--- src/rtl/mux_scan_nto1.sv ---
// mux_scan_nto1: N-channel, W-bit registered multiplexer with manual and
// auto-scan channel selection.
//
// The channel index ch is loaded from sel_manual in manual mode or advanced
// round-robin by a dwell counter in scan mode. The selected word is
// registered onto m one edge after ch, so m always shows the channel that
// ch held before the edge.
//
// Ports:
//   clock      in   system clock, rising edge
//   resetn     in   asynchronous active-low reset
//   mode       in   0 = manual select, 1 = auto-scan
//   hold       in   1 = freeze all state and output (ch_step forced low)
//   sel_manual in   channel index used in manual mode
//   data_in    in   packed channels, channel k = data_in[k*WIDTH +: WIDTH]
//   m          out  registered selected word (lags ch by one edge)
//   ch         out  current channel index (registered)
//   ch_step    out  one-cycle pulse in the first cycle ch holds a new value
//   sel_err    out  last sampled manual select was out of range
module mux_scan_nto1 #(
    parameter int unsigned WIDTH    = 4,
    parameter int unsigned CHANNELS = 4,
    parameter int unsigned DWELL    = 8,
    localparam int unsigned SEL_W   = (CHANNELS > 1) ? $clog2(CHANNELS) : 1
) (
    input  logic                      clock,
    input  logic                      resetn,
    input  logic                      mode,
    input  logic                      hold,
    input  logic [SEL_W-1:0]          sel_manual,
    input  logic [CHANNELS*WIDTH-1:0] data_in,
    output logic [WIDTH-1:0]          m,
    output logic [SEL_W-1:0]          ch,
    output logic                      ch_step,
    output logic                      sel_err
);

    localparam int unsigned CNT_W = (DWELL > 1) ? $clog2(DWELL) : 1;

    // One extra bit so CHANNELS itself is representable for the range check.
    localparam logic [SEL_W:0]   NUM_CH     = (SEL_W+1)'(CHANNELS);
    localparam logic [SEL_W-1:0] LAST_CH    = SEL_W'(CHANNELS - 1);
    localparam logic [CNT_W-1:0] DWELL_LAST = CNT_W'(DWELL - 1);

    typedef enum logic [0:0] {
        StManual = 1'b0,
        StScan   = 1'b1
    } state_e;

    state_e             state_q, state_d;
    logic [SEL_W-1:0]   ch_q, ch_d;
    logic [CNT_W-1:0]   cnt_q, cnt_d;
    logic [WIDTH-1:0]   m_q, m_d;
    logic               ch_step_q, ch_step_d;
    logic               sel_err_q, sel_err_d;
    logic [WIDTH-1:0]   chan_word;
    logic               sel_in_range;

    // Word of the channel currently held in ch_q. Indices at or above
    // CHANNELS never match, so non-power-of-two configurations are safe.
    always_comb begin
        chan_word = '0;
        for (int k = 0; k < CHANNELS; k++) begin
            if (ch_q == SEL_W'(k)) begin
                chan_word = data_in[k*WIDTH +: WIDTH];
            end
        end
    end

    assign sel_in_range = ({1'b0, sel_manual} < NUM_CH);

    always_comb begin
        state_d   = state_q;
        ch_d      = ch_q;
        cnt_d     = cnt_q;
        m_d       = m_q;
        sel_err_d = sel_err_q;
        ch_step_d = 1'b0;

        if (!hold) begin
            state_d = mode ? StScan : StManual;
            m_d     = chan_word;

            if (!mode) begin
                // Manual behaviour also applies on the edge leaving scan, so
                // sel_manual is picked up on the same edge.
                cnt_d = '0;
                if (sel_in_range) begin
                    ch_d      = sel_manual;
                    sel_err_d = 1'b0;
                end else begin
                    sel_err_d = 1'b1;
                end
            end else if (state_q == StManual) begin
                // Edge entering scan: keep ch and start dwelling from zero,
                // so the first advance comes DWELL edges later.
                cnt_d     = '0;
                sel_err_d = 1'b0;
            end else begin
                sel_err_d = 1'b0;
                if (cnt_q == DWELL_LAST) begin
                    cnt_d = '0;
                    ch_d  = (ch_q == LAST_CH) ? '0 : ch_q + SEL_W'(1);
                end else begin
                    cnt_d = cnt_q + CNT_W'(1);
                end
            end

            // Reloading the same manual index is not a step.
            ch_step_d = (ch_d != ch_q);
        end
    end

    always_ff @(posedge clock or negedge resetn) begin
        if (!resetn) begin
            state_q   <= StManual;
            ch_q      <= '0;
            cnt_q     <= '0;
            m_q       <= '0;
            ch_step_q <= 1'b0;
            sel_err_q <= 1'b0;
        end else begin
            state_q   <= state_d;
            ch_q      <= ch_d;
            cnt_q     <= cnt_d;
            m_q       <= m_d;
            ch_step_q <= ch_step_d;
            sel_err_q <= sel_err_d;
        end
    end

    assign m       = m_q;
    assign ch      = ch_q;
    assign ch_step = ch_step_q;
    assign sel_err = sel_err_q;

    // ch must never leave the valid channel range.
    ch_in_range_a : assert property (@(posedge clock) disable iff (!resetn) ch_q <= LAST_CH);

endmodule

--- config.mk ---
export PLATFORM = sky130hd
export DESIGN_NAME = mux_scan_nto1
export DESIGN_NICKNAME = d
export VERILOG_FILES = /design/src/rtl/mux_scan_nto1.sv
export SDC_FILE = /design/constraint.sdc
export NUM_CORES = 1
export LEC_CHECK = 0
export BUFFER_PORTS_ARGS = -buffer_cell sky130_fd_sc_hd__buf_2
export CORE_MARGIN = 2
export CORE_UTILIZATION = 45
export DETAILED_ROUTE_END_ITERATION = 8
export GPL_ROUTABILITY_DRIVEN = 0
export PLACE_DENSITY = 0.87
export SLEW_MARGIN = 15
export SYNTH_ARGS = -nofsm -noshare
export SYNTH_HDL_FRONTEND = slang
export SYNTH_SLANG_ARGS = --single-unit
export TNS_END_PERCENT = 5
--- constraint.sdc ---
create_clock -name clock -period 2 [get_ports clock]
set_clock_uncertainty 0.05 [all_clocks]
set_input_delay 0.1 -clock clock [delete_from_list [all_inputs] [get_ports clock]]
set_output_delay 0.1 -clock clock [all_outputs]
set_load 0.02 [all_outputs]
-- Yosys cells after proc, flatten, opt, wreduce, memory -nomap -nowiden
Index checks and enable logic that the tools add are counted.
- add/subtract/negate cells: 2
- $mul: 0
- divide/modulo/power cells: 0
- $lt $le $gt $ge: 0
- eq/ne operators: 5
- shifts and indexed selects: 0
- mux-type cells: 14
- bitwise gates (word level): 0
- reductions and logical operators: 1
- operators with widths (cell ; count):
    4-bit 2-to-1 mux ; 4
    2-bit 2-to-1 mux ; 5
    3-bit 2-to-1 mux ; 3
    2-bit equality test, second input constant ; 2
    3-bit by 1-bit adder with 3-bit output, second input constant ; 1
    3-bit equality test, second input constant ; 1
    2-bit by 1-bit adder with 2-bit output, second input constant ; 1
    2-bit by 1-bit equality test with 1-bit output, second input constant ; 1
    2-bit logical NOT ; 1
    1-bit 2-to-1 mux ; 2
    2-bit inequality test ; 1
- register bits: 11
- bits in latches: 0
- bits in writable memories: 0
- memory bits (read-only): 0
- input bits: 22
- memories kept: 0

-- Logic depth before layout (Yosys ltp)
Gate-level depths: netlist of run 1.
- word-level depth: 8
- gate-level depth with buffers: 5
- depth with buffers taken out: 5

-- Least setup slack after synthesis of run 1
OpenSTA, ideal clock, no wires.
- path kind: reg2reg
- start point: reg ch_q[0] (netlist: ch[0])
- end point: reg ch_step_q (netlist: ch_step)
- setup time: 104 ps
- arrival time: 1538 ps
- setup slack: 308 ps
- stages on the path, launching flop included: 6
- path buffers: 0
- clock period less this slack: 1692 ps
- path through: dfrtp_1 -> inv_1 -> ha_1 -> xnor2_1 -> and3_4 -> o41ai_2
- word-level cells in the longest chain between the ends: 8
- ends and longest elaborated chain (element ; RTL line ; text):
    start, declared ; 51 ; logic [SEL_W-1:0] ch_q, ch_d;
    start signal, assigned ; 124 ; ch_q <= ch_d;
    2-bit by 1-bit adder with 2-bit output / 2-bit equality test (equally long branches) ; 103 ; ch_d = (ch_q == LAST_CH) ? '0 : ch_q + SEL_W'(1);
    2-bit 2-to-1 mux ; 103 ;
    2-bit 2-to-1 mux ; 101 ; if (cnt_q == DWELL_LAST) begin
    2-bit 2-to-1 mux ; 94 ; end else if (state_q == StManual) begin
    2-bit 2-to-1 mux ; 84 ; if (!mode) begin
    2-bit 2-to-1 mux ; 80 ; if (!hold) begin
    2-bit inequality test * ; 110 ; ch_step_d = (ch_d != ch_q);
    1-bit 2-to-1 mux * ; 80 ;
    net ch_step_d ; 54 ; logic ch_step_q, ch_step_d;
    end signal, assigned ; 127 ; ch_step_q <= ch_step_d;
    end, declared ; 54 ;
The timed path passes the listed nets; every way through them passes the cells marked *. The select of a mux whose other input is x is not followed.
A chain may end at the register's enable or synchronous reset.

-- Worst setup path after layout of run 1
Ends and elaborated chain as after synthesis.

==> results of run 1 <==
==> cells in the final DEF, fill, tap and decap left out, types with 2 or more instances in the layout <==
master,instances
ha_1,6
a221oi_1,4
nand2_1,6
nand3_1,2
inv_1,4
buf_2,28
nor2_1,2
nor2b_1,2
and3b_1,3
a21oi_1,4
o21ai_0,12
a32o_1,2
clkbuf_4,3
xor2_1,2
dfrtp_1,11
==> power by group through the flow <==
stage	Clock, mW	Combinational (mW)	Sequential [mW]
6_report	0.151	0.220	0.280
5_1_grt	0.165	0.243	0.286
4_1_cts	0.157	0.222	0.280
3_5_place_dp	0	0.220	0.285
3_3_place_gp	0	0.213	0.282
2_1_floorplan	0	0.113	0.316
==> per-stage QoR <==
stage	std cells	util	hold slack [ns]	area [um2]	power, mW
2_1_floorplan	75	-	-0.246	713	0.429
3_3_place_gp	115	0.570	-0.0699	848	0.495
3_5_place_dp	115	0.570	-0.0606	848	0.504
4_1_cts	120	0.594	0.0711	885	0.659
5_1_grt	120	0.594	0.0862	885	0.695
6_report	120	0.594	0.0749	885	0.651
==> kinds of logic (layout without fill, tap and decap cells) <==
group | after synthesis | after routing
compound gates | 27 | 27
flops | 11 | 11
fa+ha+maj | 6 | 6
buf+inv | 8 | 37
simple gates | 19 | 19
xor+xnor | 3 | 3
other cells | 1 | 1
==> area by class of cell <==
| type | count | area (um2) |
|---|---|---|
| Multi-Input combinational cell | 56 | 398 |
| Clock buffer | 4 | 26.3 |
| Sequential cell | 11 | 275 |
| Tap cell | 16 | 20.0 |
| Fill cell | 128 | 604 |
| Timing Repair Buffer | 29 | 150 |
| Inverter | 4 | 15.0 |
==> flip-flops by register name, summed over array words and instances, names as in the netlist <==
| name | flops |
|---|---|
| ch_step | 1 |
| m | 4 |
| state_q | 1 |
| cnt_q | 3 |
| ch | 2 |
==> worst reg2reg max path, stage by stage (launching register included) <==
cell and delay, ns:
dfrtp_1 0.48, inv_1 0.12, ha_1 0.35, xnor2_1 0.13
and3_4 0.18, o41ai_2 0.25
==> path summary, 6_finish.rpt <==
check	slack, ns	endpoint	depth (start not counted)
worst max-delay path	0.35	ch_step	5
worst min-delay path	0.07	m[3]	3
worst max register to register	0.35	ch_step	5
worst min register to register	0.44	m[3]	2
max in group asynchronous	1.51	m[0]	2
min in group asynchronous	0.18	m[1]	2
==> layer usage <==
metal / GRT usage / vias up / part of all wire
li1: - / 333 / -
met1: 0.238 / 297 / 0.46
met2: 0.300 / 19 / 0.48
met3: 0.0417 / 2 / 0.049
met4: 0.0667 / 0 / 0.0078
met5: 0 / - / 0
==> flow_metrics.tcl, run 1 <==
set metrics [dict create \
    antennaDiodeCount 0 \
    synth_compound_area_frac 0.256 \
    synth_ff_type "dfrtp_1" \
    syn_nets 103 \
    postCtsSetupBuffers 0 \
    ys_types 26 \
    slew_viol_final 0 \
    clock.fmax_ghz 0.604 \
    muxShareOfSynthArea 0 \
    finalSetupTns_ns 0 \
    syn_avg_cell_area_um2 9.51 \
    clkSinkCount 11 \
    yosysSeqAreaShare 0.386 \
    synth_simple_gate_area_frac 0.154 \
    fin_ws_ns 0.345 \
    syn-cell-area_um2 713 \
    ys_async_sr_fraction 1.00 \
    path_class "register to register" \
    min_from "data_in[11]" \
    critPathBufInv 1 \
    routed_wl_mm 1.54 \
    synth_seq_cells 11 \
    overflow 0 \
    status "finished clean" \
    ctsHoldBuffers 1 \
    initial_core_util 0.479 \
    critPathCaptureType "register" \
    yosysWarnings 0 \
    path_clk_slew_ns 0.07 \
    cpLargestDelayFamily "flip-flops" \
    slowest_delay_ns 0.48 \
    synthAdderAreaFrac 0.105 \
    die_area_um2 1920 \
    synth_top_family_by_area "compound AO/OA/AOI/OAI gates" \
    numCtsBuffers 3 \
    grt_antenna_before_repair 0 \
    die_h_um 43.8 \
    htree_levels 1 \
    p_per_area_nw_per_um2 736 \
    rows 14 \
    synthToLayoutAreaGrowth_pct 24.0 \
    place_ws_ns 0.351 \
    coreArea_um2 1490 \
    num_io_pins 30 \
    die_w_um 43.8 \
    p_clk_frac 0.232 \
    hp-class "input port to register" \
    cts_tree "built" \
    post_cts_resized 0 \
    synth_top_area_share 0.386 \
    drt_iter0_markers 19 \
    startpoint "ch[0]" \
    cts_buffer_depth 2 \
    synth_area_leaders "dfrtp_1 39%, ha_1 11%, o21ai_0 8.4%" \
    path_cells "inv_1 -> ha_1 -> xnor2_1 -> and3_4 -> o41ai_2" \
    num-nets-final 133 \
    dr.pass1.iters 4 \
    setup_viol 0 \
    portBuffers 28 \
    critPathRequiredTime_ns 2.12 \
    via_per_inst 5.43 \
    p_int_mw 0.426 \
    grt_usage 0.184 \
    fin_crit_sh 0.827 \
    r2r-start "ch[0]" \
    yosysTopAreaCell "dfrtp_1" \
    syn_inst 75 \
    hold_viol 0 \
    drc 0 \
    maxCapViolations 0 \
    grt_pass1_wl_mm 2.66 \
    clock_latency_ns 0.26 \
    post_drt_wl_per_cell_um 12.8 \
    cellLeakagePower_nw 0.455 \
    drive_above_1_share 0.327 \
    grt_start_max_net_pins 23 \
    final_antenna_net_count 0 \
    slowest_stage "dfrtp_1" \
    min_period_ns 1.65 \
    hpwl_mm 1.22 \
    synthTopCellsByCount "12 x o21ai_0, 11 x dfrtp_1, 6 x ha_1, 6 x nand2_1" \
    routed-via-count 651 \
    cts_root_buffer "clkbuf_4" \
    worst_setup_path_start_kind "register" \
    synth-edff-count 0 \
    p_sw_mw 0.225 \
    synth_xor_area_frac 0.0368 \
    cp_max_fo 8 \
    comb_power_share 0.338 \
    grt_pass1_vias 634 \
    synth_most_common_cell "o21ai_0" \
    rsz0062_at_grt "false" \
    crit_arrival_ns 1.78 \
    swShare 0.346 \
    max-vdd-ir-drop_mv 0.384 \
    seq_power_share 0.429 \
]
No activity file was read; power rests on OpenSTA's default activity.
==> run 2, diff against run 1 <==
- ABC_AREA: not set -> 1
- CORE_UTILIZATION: 45 -> 41
- PLACE_DENSITY: 0.87 -> 0.84
- clock period: 2 -> 1.4 ns (I/O delays scaled with it)
==> run 2 against run 1 <==
The flow now finishes with violations (setup timing). Highest routed layer unchanged. Maximum frequency grew 15%. Global-route usage is 2.3 points higher. Via count is 18% higher. Combinational power increased by 71%. Cell count rose by 23%. Register-to-register slack lost 0.39 ns. Critical path type unchanged. First-iteration DRC count unchanged. Area after synthesis down 1.9%.
==> flow_metrics.tcl, run 2 <==
set metrics [dict create \
    status "complete, but fails checks" \
    violations "setup timing" \
    slew_viol_final 0 \
    worst_setup_path_start_kind "register" \
    finalSetupTns_ns -0.0617 \
    clkSinkCount 11 \
    critPathBufInv 1 \
    via_per_inst 5.18 \
    slowest_delay_ns 0.40 \
    synth_simple_gate_area_frac 0.274 \
    synthTopCellsByCount "23 x nand2_1, 12 x a21oi_1, 11 x dfrtp_1" \
    cts_buffer_depth 2 \
    routed_wl_mm 1.98 \
    layout.cells.most_common_list "28 x buf_2, 19 x nand2_1, 12 x a21oi_1" \
    dr.pass1.iters 4 \
    hold_viol 0 \
    synth_seq_cells 11 \
    yosysTopAreaCell "dfrtp_1" \
    r2r-start "cnt_q[0]" \
    cp_max_fo 3 \
    min_from "data_in[15]" \
    synth_xor_area_frac 0 \
    initial_core_util 0.449 \
    syn_nets 120 \
    grt_antenna_before_repair 0 \
    yosysSeqAreaShare 0.394 \
    synth_compound_area_frac 0.165 \
    muxShareOfSynthArea 0 \
    layout_commonest_cell "buf_2" \
    synth_most_common_cell "nand2_1" \
    clock_latency_ns 0.28 \
    syn_avg_cell_area_um2 7.60 \
    critPathCaptureType "register" \
    die_area_um2 2050 \
    path_clk_slew_ns 0.07 \
    grt_pass1_vias 749 \
    num_io_pins 30 \
    p_total_mw 0.995 \
    p_per_area_nw_per_um2 974 \
    syn-cell-area_um2 699 \
    fin_ws_ns -0.0434 \
    cts_root_buffer "clkbuf_4" \
    largest_reg_flops 4 \
    fin_crit_sh 1.03 \
    coreArea_um2 1560 \
    yosysWarnings 0 \
    drt_iter0_markers 19 \
    overflow 0 \
    portBuffers 28 \
    cts_tree "built" \
    path_class "register to register" \
    die_h_um 45.3 \
    synth-edff-count 0 \
    synthAdderAreaFrac 0.107 \
    grt_usage 0.207 \
    setup_viol 4 \
    synth_top_area_share 0.394 \
    drive_above_1_share 0.470 \
    routed-via-count 766 \
    crit_arrival_ns 1.61 \
    final_antenna_net_count 0 \
    numCtsBuffers 3 \
    grt_start_max_net_pins 15 \
    startpoint "cnt_q[0]" \
    synth_area_leaders "dfrtp_1 39%, nand2_1 12%, ha_1 11%" \
    slowest_stage "dfrtp_1" \
    critPathRequiredTime_ns 1.57 \
    ys_async_sr_fraction 1.00 \
    num-nets-final 161 \
    hpwl_mm 1.33 \
    cpLargestDelayFamily "simple AND/OR/NAND/NOR gates" \
    ys_types 15 \
    synth_top_family_by_area "simple AND/OR/NAND/NOR gates" \
    rsz0062_at_grt "true" \
    min_period_ns 1.44 \
    max-vdd-ir-drop_mv 0.672 \
    hp-class "input port to register" \
    drc 0 \
    antennaDiodeCount 0 \
    synthToLayoutAreaGrowth_pct 46.0 \
    path_common_cell "nand2_2" \
    die_w_um 45.3 \
    cellLeakagePower_nw 0.535 \
    path_cells "ha_2 -> ha_4 -> nand2_4 -> inv_2 -> nand2_2 -> nand3_4 -> nand2_2 -> nand2_2 -> nand2_1 -> nor2_1 -> nor2_1" \
    maxCapViolations 0 \
    syn_inst 92 \
    synth_ff_type "dfrtp_1" \
    post_drt_wl_per_cell_um 13.4 \
    clock.fmax_ghz 0.693 \
    grt_pass1_wl_mm 2.99 \
    rows 14 \
    htree_levels 1 \
]
==> run 2: changes by cell type in the layout (fill, tap and decap cells not counted), sizes merged, moves of 4 or more <==
cell	before	now
o21ai	12	5
nand3	2	9
a221oi	4	0
o211ai	0	4
buf	28	37
nand2	7	25
a21oi	4	12
nor2	2	8
==> run 2: area by class of cell <==
type | count | area [um2]
fill | 136 | 538
multi-input combinational | 72 | 453
sequential | 11 | 278
timing repair buffer | 38 | 218
clock buffer | 4 | 26.3
inverter | 7 | 26.3
tap | 16 | 20.0
==> run 2: cell families after synthesis <==
family,Yosys count
adders and majority gates,6
other,1
and+or+nand+nor,44
buffers and inverters,9
DFF,11
AOI/OAI and AO/OA,21
==> run 2: routing by layer <==
layer,vias to the layer above,global-route usage,share of wire
li1,386,-,-
met5,-,0,0
met2,30,0.377,0.50
met3,5,0.0360,0.048
met4,0,0.106,0.017
met1,345,0.226,0.43
==> run 2: final timing paths <==
path / endpoint / slack, ns / depth (start not counted)
max in group asynchronous: ch[0] / 0.95 / 2
max: ch_step / -0.04 / 11
min in group asynchronous: cnt_q[1] / 0.13 / 2
max reg2reg: ch_step / -0.04 / 11
min: m[3] / 0.06 / 3
min reg2reg: m[3] / 0.49 / 2
==> run 2: where the power goes <==
part	switching (mW)	leakage, nW	internal (mW)
registers	0.0338	0.134	0.359
logic	0.214	0.387	0.163
clock network	0.115	0.0150	0.111
total	0.363	0.535	0.632
==> run 2: tightest hold or removal path: cells and delay by family <==
kind / cells / cell delay (ns)
buf+inv: 1 / 0.08
compound gates: 2 / 0.19
==> run 2: what timing repair did <==
action,CTS,global route
pin swaps,2,6
hold buffers,1,0
endpoints found under the setup margin,1,7
buffers inserted,2,3
gates resized for setup,6,9
endpoints found under the hold margin,11,0
==> run 2: through the flow <==
step / hold WS [ns] / utilization / instances / setup slack [ns] / area [um2]
2_1_floorplan: -0.276 / - / 92 / 0.000287 / 704
3_3_place_gp: -0.103 / 0.566 / 138 / -0.00217 / 882
3_5_place_dp: -0.100 / 0.566 / 138 / -0.0616 / 882
4_1_cts: 0.0571 / 0.618 / 145 / -0.00360 / 963
5_1_grt: 0.0712 / 0.655 / 148 / -0.103 / 1020
6_report: 0.0588 / 0.655 / 148 / -0.0434 / 1020
==> run 3, diff against run 2 <==
- PLACE_DENSITY: 0.84 -> 0.73
- clock period: 1.4 -> 1.3 ns (I/O delays scaled with it)
==> run 3 against run 2 <==
The flow still finishes with violations (setup timing). Routed wire length shrank 20%. Register-to-register slack lost 0.09 ns. Cell count fell by 0.68%. Count of clock-buffer cells in the layout stayed put. Sequential share of layout area up 0.30 points. Design area is 1.1% lower. Highest routed layer unchanged.
==> flow_metrics.tcl, run 3 (synthesized netlist as in run 2, its figures left out) <==
set metrics [dict create \
    cts_buffer_depth 2 \
    finalNonFillerCells 147 \
    cp_max_fo 3 \
    hold_ws_ns 0.0521 \
    drt_iter0_markers 10 \
    numCtsBuffers 3 \
    grt_pass1_wl_mm 2.70 \
    hold_viol 0 \
    dr.pass1.iters 4 \
    clkSinkCount 11 \
    portBuffers 28 \
    synthToLayoutAreaGrowth_pct 44.4 \
    max-vdd-ir-drop_mv 0.637 \
    critPathRequiredTime_ns 1.45 \
    slowest_stage "dfrtp_1" \
    setup_viol 7 \
    p_int_mw 0.673 \
    num-nets-final 160 \
    path_common_cell "nand2_1" \
    hp-class "input port to register" \
    status "complete, but fails checks" \
    die_area_um2 2050 \
    maxCapViolations 0 \
    num_io_pins 30 \
    overflow 0 \
    antennaDiodeCount 0 \
    dr.max_layer_used "met4" \
    seq_power_share 0.412 \
    met3WireLength_um 91 \
    htree_levels 1 \
    slowest_delay_ns 0.39 \
    routed-via-count 740 \
    via_per_inst 5.03 \
    critPathCaptureType "register" \
    cts_tree "built" \
    drive_above_1_share 0.458 \
    clock.fmax_ghz 0.700 \
    post_drt_wl_per_cell_um 10.8 \
    cts_root_buffer "clkbuf_4" \
    swShare 0.345 \
    grt_start_max_net_pins 15 \
    routed_wl_mm 1.59 \
    p_sw_mw 0.354 \
    p_clk_frac 0.220 \
    dpl.cell_count 140 \
    initial_core_util 0.449 \
    min_period_ns 1.43 \
    cpLargestDelayFamily "simple AND/OR/NAND/NOR gates" \
    final_antenna_net_count 0 \
    layout.cells.most_common_list "28 x buf_2, 21 x nand2_1, 12 x a21oi_1" \
    route.met2.wl_um 773 \
    reg2reg_setup_slack_ns -0.13 \
    critPathBufInv 1 \
    die_w_um 45.3 \
    drc 0 \
    largest_reg_flops 4 \
    violations "setup timing" \
    cellLeakagePower_nw 0.527 \
    comb_power_share 0.368 \
    multi_input_area_um2 449 \
    fillers 124 \
    layout_commonest_cell "buf_2" \
    rsz0062_at_grt "true" \
    path_cells "ha_2 -> ha_4 -> nand2_4 -> inv_1 -> nand2_1 -> nand3_2 -> nand2_2 -> nand2_1 -> nand2_1 -> nor2_1 -> nor2_1" \
    regArea_um2 278 \
    worst_setup_path_start_kind "register" \
    grt_antenna_before_repair 0 \
    rows 14 \
    p_per_area_nw_per_um2 1020 \
    met1Wirelength_um 719 \
    grt_usage 0.182 \
    path_class "register to register" \
    path_clk_slew_ns 0.06 \
    fin_ws_ns -0.129 \
    grt_pass1_vias 643 \
    coreArea_um2 1560 \
    hpwl_mm 1.26 \
    clock_latency_ns 0.27 \
    crit_arrival_ns 1.58 \
    fin_crit_sh 1.10 \
    die_h_um 45.3 \
    slew_viol_final 0 \
]
run 3: changes by cell type in the layout (fill, tap and decap cells not counted), sizes merged:
cell  before  now
buf       37   36
run 3: final cells by class:
| class | instances | share of cell area |
|---|---|---|
| inverters | 7 | 0.0260 |
| flip-flops and latches | 11 | 0.275 |
| clock buffers | 4 | 0.0260 |
| multi-input cells | 72 | 0.445 |
| well taps | 16 | 0.0198 |
| repair buffers | 37 | 0.208 |
run 3: path summary, 6_finish.rpt:
| kind | cells past startpoint | endpoint | start |
|---|---|---|---|
| setup / recovery | 11 | ch_step | cnt_q[1] |
| hold / removal | 3 | m[0] | data_in[12] |
| setup reg to reg | 11 | ch_step | cnt_q[1] |
| hold reg to reg | 2 | cnt_q[1] | cnt_q[1] |
| max in group asynchronous | 2 | ch[1] | resetn |
| min in group asynchronous | 2 | cnt_q[2] | resetn |
run 3: repair_timing:
item                       CTS  global route
gates resized for setup      7             2
buffers inserted             2             0
pin swaps                    4             0
setup endpoints to repair    7             8
hold buffers                 1             0
hold endpoints to repair    11             0
run 3: stage by stage:
stage	power [mW]	setup slack [ns]	area, um2	util	TNS [ns]
after floorplan	0.648	-0.0714	732	-	-0.0850
after global placement	0.784	-0.100	925	0.593	-0.282
after detailed placement	0.790	-0.146	925	0.593	-0.439
after CTS	1.04	-0.126	1000	0.644	-0.449
after global routing	1.11	-0.209	1010	0.648	-1.08
final	1.03	-0.129	1010	0.648	-0.441
run 3: power by group through the flow:
stage	combinational [mW]	sequential, mW	clock (mW)
finish	0.378	0.423	0.227
CTS	0.379	0.422	0.236
global route	0.424	0.428	0.256
floorplan	0.175	0.472	0
detailed placement	0.364	0.426	0
global placement	0.359	0.424	0
run 3: worst min-delay path, delay by kind of cell:
| family | cells | cell delay, ns |
|---|---|---|
| buf+inv | 1 | 0.07 |
| compound gates | 2 | 0.19 |
run 3: per-layer routing:
metal | global-route usage | vias up
met4 | 0.0353 | 0
met2 | 0.291 | 22
met3 | 0.0600 | 2
met5 | 0 | -
li1 | - | 381
met1 | 0.240 | 335
